--- src/rtl/axi_byte_initiator.sv ---
// Byte request to single-beat 64-bit AXI bridge with a one-line read buffer.
// Hits answer the cycle after accept; misses and writes go through AR/R or AW+W/B, then a one-cycle response.
module axi_byte_initiator #(
  parameter logic [31:0] BASE_ADDR   = 32'h1000_0000,
  parameter int          ADDR_W      = 23,
  parameter bit          LINE_BUF_EN = 1'b1
) (
  input  logic              clock,
  input  logic              reset,
  input  logic              req_valid,
  output logic              req_ready,
  input  logic              req_write,
  input  logic [ADDR_W-1:0] req_addr,
  input  logic [7:0]        req_wdata,
  output logic              rsp_valid,
  output logic [7:0]        rsp_rdata,
  input  logic              clear_error,
  output logic              error,
  output logic              axi_arvalid,
  input  logic              axi_arready,
  output logic [31:0]       axi_araddr,
  input  logic              axi_rvalid,
  output logic              axi_rready,
  input  logic [63:0]       axi_rdata,
  input  logic [1:0]        axi_rresp,
  output logic              axi_awvalid,
  input  logic              axi_awready,
  output logic [31:0]       axi_awaddr,
  output logic              axi_wvalid,
  input  logic              axi_wready,
  output logic [63:0]       axi_wdata,
  output logic [7:0]        axi_wstrb,
  input  logic              axi_bvalid,
  output logic              axi_bready,
  input  logic [1:0]        axi_bresp
);
  localparam int TAG_W = ADDR_W - 3;

  typedef enum logic [2:0] {IDLE, AR, R, WR, B, RESP} state_t;

  state_t            state, state_nxt;
  logic [ADDR_W-1:0] addr_q;
  logic [7:0]        wdata_q;
  logic              aw_done, w_done;
  logic [63:0]       line_buf;
  logic [TAG_W-1:0]  line_tag;
  logic              line_vld;
  logic [7:0]        rdata_q;
  logic              error_q;

  logic        accept, hit, ar_hs, r_hs, aw_hs, w_hs, b_hs;
  logic [2:0]  lane_q;
  logic [31:0] line_addr;

  assign accept = req_valid && (state == IDLE);
  assign hit    = LINE_BUF_EN && line_vld && !req_write && (line_tag == req_addr[ADDR_W-1:3]);
  assign ar_hs  = axi_arvalid && axi_arready;
  assign r_hs   = axi_rvalid && axi_rready;
  assign aw_hs  = axi_awvalid && axi_awready;
  assign w_hs   = axi_wvalid && axi_wready;
  assign b_hs   = axi_bvalid && axi_bready;
  assign lane_q = addr_q[2:0];
  assign line_addr = BASE_ADDR + {{(32-ADDR_W){1'b0}}, addr_q[ADDR_W-1:3], 3'b000};

  always_ff @(posedge clock or posedge reset) begin
    if (reset) state <= IDLE;
    else       state <= state_nxt;
  end

  always_comb begin
    state_nxt = state;
    case (state)
      IDLE: if (accept) state_nxt = req_write ? WR : (hit ? RESP : AR);
      AR:   if (axi_arready) state_nxt = R;
      R:    if (axi_rvalid) state_nxt = RESP;
      WR:   if ((aw_done || aw_hs) && (w_done || w_hs)) state_nxt = B;
      B:    if (axi_bvalid) state_nxt = RESP;
      RESP: state_nxt = IDLE;
      default: state_nxt = IDLE;
    endcase
  end

  always_comb begin
    req_ready   = (state == IDLE);
    rsp_valid   = (state == RESP);
    axi_arvalid = (state == AR);
    axi_rready  = (state == R);
    axi_awvalid = (state == WR) && !aw_done;
    axi_wvalid  = (state == WR) && !w_done;
    axi_bready  = (state == B);
    axi_araddr  = line_addr;
    axi_awaddr  = line_addr;
    axi_wdata   = {8{wdata_q}};
    axi_wstrb   = 8'd1 << lane_q;
  end

  assign rsp_rdata = rdata_q;
  assign error     = error_q;

  always_ff @(posedge clock or posedge reset) begin
    if (reset) begin
      addr_q   <= '0;
      wdata_q  <= '0;
      aw_done  <= 1'b0;
      w_done   <= 1'b0;
      line_buf <= '0;
      line_tag <= '0;
      line_vld <= 1'b0;
      rdata_q  <= '0;
      error_q  <= 1'b0;
    end else begin
      if (accept) begin
        addr_q  <= req_addr;
        wdata_q <= req_wdata;
        aw_done <= 1'b0;
        w_done  <= 1'b0;
        if (hit) rdata_q <= line_buf[{req_addr[2:0], 3'b000} +: 8];
      end
      if (aw_hs) aw_done <= 1'b1;
      if (w_hs)  w_done  <= 1'b1;
      if (r_hs) begin
        line_buf <= axi_rdata;
        line_tag <= addr_q[ADDR_W-1:3];
        line_vld <= (axi_rresp == 2'b00);
        rdata_q  <= (axi_rresp == 2'b00) ? axi_rdata[{lane_q, 3'b000} +: 8] : 8'hFF;
      end
      // A failed write leaves the buffered copy of unknown coherence, so drop it.
      if (b_hs && line_vld && (line_tag == addr_q[ADDR_W-1:3])) begin
        if (axi_bresp == 2'b00) line_buf[{lane_q, 3'b000} +: 8] <= wdata_q;
        else                    line_vld <= 1'b0;
      end
      if ((r_hs && axi_rresp != 2'b00) || (b_hs && axi_bresp != 2'b00)) error_q <= 1'b1;
      else if (clear_error)                                             error_q <= 1'b0;
    end
  end
endmodule
--- config.mk ---
export PLATFORM = sky130hd
export DESIGN_NAME = axi_byte_initiator
export DESIGN_NICKNAME = d
export VERILOG_FILES = /design/src/rtl/axi_byte_initiator.sv
export SDC_FILE = /design/constraint.sdc
export NUM_CORES = 1
export LEC_CHECK = 0
export CORE_MARGIN = 1.5
export CORE_UTILIZATION = 30
export CTS_CLUSTER_DIAMETER = 40
export DETAILED_ROUTE_END_ITERATION = 7
export GPL_ROUTABILITY_DRIVEN = 0
export GPL_TIMING_DRIVEN = 0
export PLACE_DENSITY = 0.55
export SLEW_MARGIN = 0
export SYNTH_ARGS = -nofsm -noshare
export SYNTH_HDL_FRONTEND = slang
export SYNTH_SLANG_ARGS = --single-unit
--- constraint.sdc ---
create_clock -name clock -period 8.1 [get_ports clock]
set_input_delay 2.025 -clock clock [delete_from_list [all_inputs] [get_ports clock]]
set_output_delay 2.025 -clock clock [all_outputs]
set_load 0.02 [all_outputs]
==> impl_metrics.tcl <==
set metrics [dict create \
    hold_violations 0 \
    crit_arrival_ns 3.05 \
    setup_slack_ns 3.03 \
    path_max_fanout 11 \
    async_flop_share_pct 100 \
    finalCritPeriodShare_pct 62.6 \
    cts-hold-fix-buffers 0 \
    r2r_end "line_buf[48]$_DFF_PP0_" \
    antenna_found_initial 2 \
    path_buf_inv 4 \
    r2r_cells 10 \
    fin_setup_tns_ns 0 \
    drive_above_1_share_pct 24.1 \
    initial_utilization_pct 30.5 \
    ys_seq_elements 130 \
    insertion_delay_ns 0.43 \
    grt_usage_pct 19.9 \
    die-area_um2 29300 \
    final_cell_mix "345 x nand2_1, 233 x clkdlybuf4s50_1, 130 x dfrtp_1, 122 x buf_4, 74 x mux2_2" \
    worstMarginPinSlew_ns 1.27 \
    cts_resized 0 \
    min_from "rsp_rdata[1]$_DFFE_PP0P_" \
    nFillCells 2784 \
    core_um2 27800 \
    p_per_area_nw_per_um2 390 \
    dp_hpwl_mm 21.2 \
    r2r_setup_slack_ns 4.28 \
    drt_iter0_markers 434 \
    holdPathStages 1 \
    yosys_most_used_dff "dfrtp_1" \
    min_path_type "flop to flop" \
    finalCriticalPeriod_ns 5.07 \
    dp.cells 1547 \
    area_growth_pct 41.6 \
    synth_cell_types 46 \
    fin_nets 1304 \
    via_per_inst 4.62 \
    port_buffers 233 \
    critPathKind "flop to output pin" \
    ys_warn_count 0 \
    crit_chain "clkbuf_1 > inv_1 > clkbuf_1 > ha_1 > ha_1 > clkdlybuf4s50_1" \
    whs_endpoint "rsp_rdata[1]$_DFFE_PP0P_" \
    grt_max_degree 76 \
    critPathLaunchType "flop" \
    syn_inst 913 \
    syn-cell-area_um2 8490 \
    num_vias 7300 \
    synth_area_per_cell_um2 9.30 \
    drv_slew 0 \
    multi_input_area_um2 4210 \
    cts-htree-levels 4 \
    antenna_left 0 \
    die_height_um 171 \
    design_area_um2 12000 \
    irDropWorstVdd_mv 0.177 \
    cts_sinks 130 \
    num_rows 61 \
    crit_family "buffers and inverters" \
    postCtsSetupBuffers 0 \
    wl_mm 28.7 \
    cpMaxStageDelayCell "clkdlybuf4s50_1" \
    clockBufferDepth 2 \
    crit_required_ns 6.08 \
    placed_area_um2 11400 \
    cpPeakStageDelay_ns 0.62 \
    cts_made_buffers 17 \
    slew_headroom_pct 14.3 \
    root_buffer "clkbuf_16" \
    final.setup_skew_ns 0.0106 \
    drc 0 \
    regArea_um2 3250 \
    die_w_um 171 \
    cts_tree "yes" \
    setup_viol_count_final 0 \
    io-pin-count 261 \
    fmax_mhz 197 \
    cellLeakagePower_uw 0.00567 \
    dr.pass1.iters 5 \
    layout_commonest_cell "nand2_1" \
    grt_pass1_wl_mm 42.7 \
    grt_pass1_vias 7149 \
    end_kind "output pin" \
    grt_overflow 0 \
    wire_per_inst_um 18.2 \
    max_cap_viol_count 0 \
    yosysSeqAreaShare_pct 38.3 \
    layoutNonFillerInstCount 1580 \
    path_clk_slew_ns 0.06 \
    place_ws_ns 3.47 \
    final_core_util_pct 43.2 \
    rr_startpoint "addr_q[0]$_DFFE_PP0P_" \
    synth_edf_count 0 \
    status "finished, final reports clean" \
    grt_setup_unrepaired "no" \
]
-- worst max-delay path by stage --
stage                                     endpoint  depth (start not counted)                   from
after global routing                  axi_wstrb[0]                          6  addr_q[0]$_DFFE_PP0P_
after global placement    rsp_rdata[6]$_DFFE_PP0P_                          2                  reset
final                                 axi_wstrb[0]                          6  addr_q[0]$_DFFE_PP0P_
after detailed placement              axi_wstrb[0]                          6  addr_q[0]$_DFFE_PP0P_
after CTS                             axi_wstrb[0]                          6  addr_q[0]$_DFFE_PP0P_
after floorplan              addr_q[0]$_DFFE_PP0P_                          1                  reset
-- state kept, by name, indices dropped and copies added (netlist names) --
name	count
w_done	1
line_buf	64
state	3
error	1
wdata_q	8
line_vld	1
aw_done	1
addr_q	23
rsp_rdata	8
line_tag	20
-- per-layer routing --
metal / wire length [µm] / GRT usage (%) / up-vias
met4: 630 / 7.09 / 2
met2: 13400 / 31.5 / 263
met3: 1630 / 3.77 / 38
met1: 13100 / 27.1 / 3546
met5: 13 / 0 / -
li1: - / - / 3451
-- through the flow --
step	total power [µW]	hold slack [ns]
finish	4690	0.505
global route	4980	0.530
CTS	4720	0.513
detailed placement	3900	0.499
global placement	3860	0.492
floorplan	2860	0.492
-- report_power, final --
group | switching [µW] | internal [µW] | total, µW
logic | 1250 | 1360 | 2610
clock network | 311 | 493 | 804
registers | 332 | 945 | 1280
-- logic make-up (layout without fill, tap and decap cells) --
logic type / count (synthesis) / after routing / synth area share, %
XOR/XNOR: 27 / 27 / 2.79
AO/OA/AOI/OAI: 37 / 37 / 3.18
AND/OR/NAND/NOR: 422 / 422 / 22.0
adder cells (fa/ha/maj): 7 / 7 / 1.03
multiplexers: 116 / 116 / 19.5
other: 2 / 25 / 0.0885
flip-flops: 130 / 130 / 38.3
buffers and inverters: 172 / 438 / 13.0
-- cell type report --
cell class / count / area share, %
inverter: 12 / 0.417
clock buffer: 20 / 3.72
timing repair buffer: 234 / 19.6
antenna: 1 / 0.0208
tap: 378 / 3.94
clock inverter: 12 / 1.31
buffer: 160 / 8.84
sequential: 130 / 27.1
multi-input combinational: 633 / 35.0
-- cell usage after synthesis (all sizes together), types with 4 or more instances --
cell | instances | area, µm²
mux4 | 32 | 721
xor2 | 23 | 201
mux2i | 10 | 100
nor3 | 10 | 55.1
and2b | 8 | 70.1
nand2b | 5 | 31.3
nand2 | 345 | 1290
inv | 12 | 45.0
nor2b | 4 | 25.0
nor3b | 5 | 42.5
ha | 7 | 87.6
buf | 130 | 948
nor4 | 8 | 86.3
clkbuf | 30 | 114
nand4 | 10 | 113
a32oi | 8 | 70.1
nor2 | 12 | 45.0
and2 | 5 | 31.3
o21ai | 14 | 70.1
dfrtp | 130 | 3250
xnor2 | 4 | 35.0
mux2 | 74 | 833
or2b | 4 | 33.8
Power figures use the tool's default switching activity.
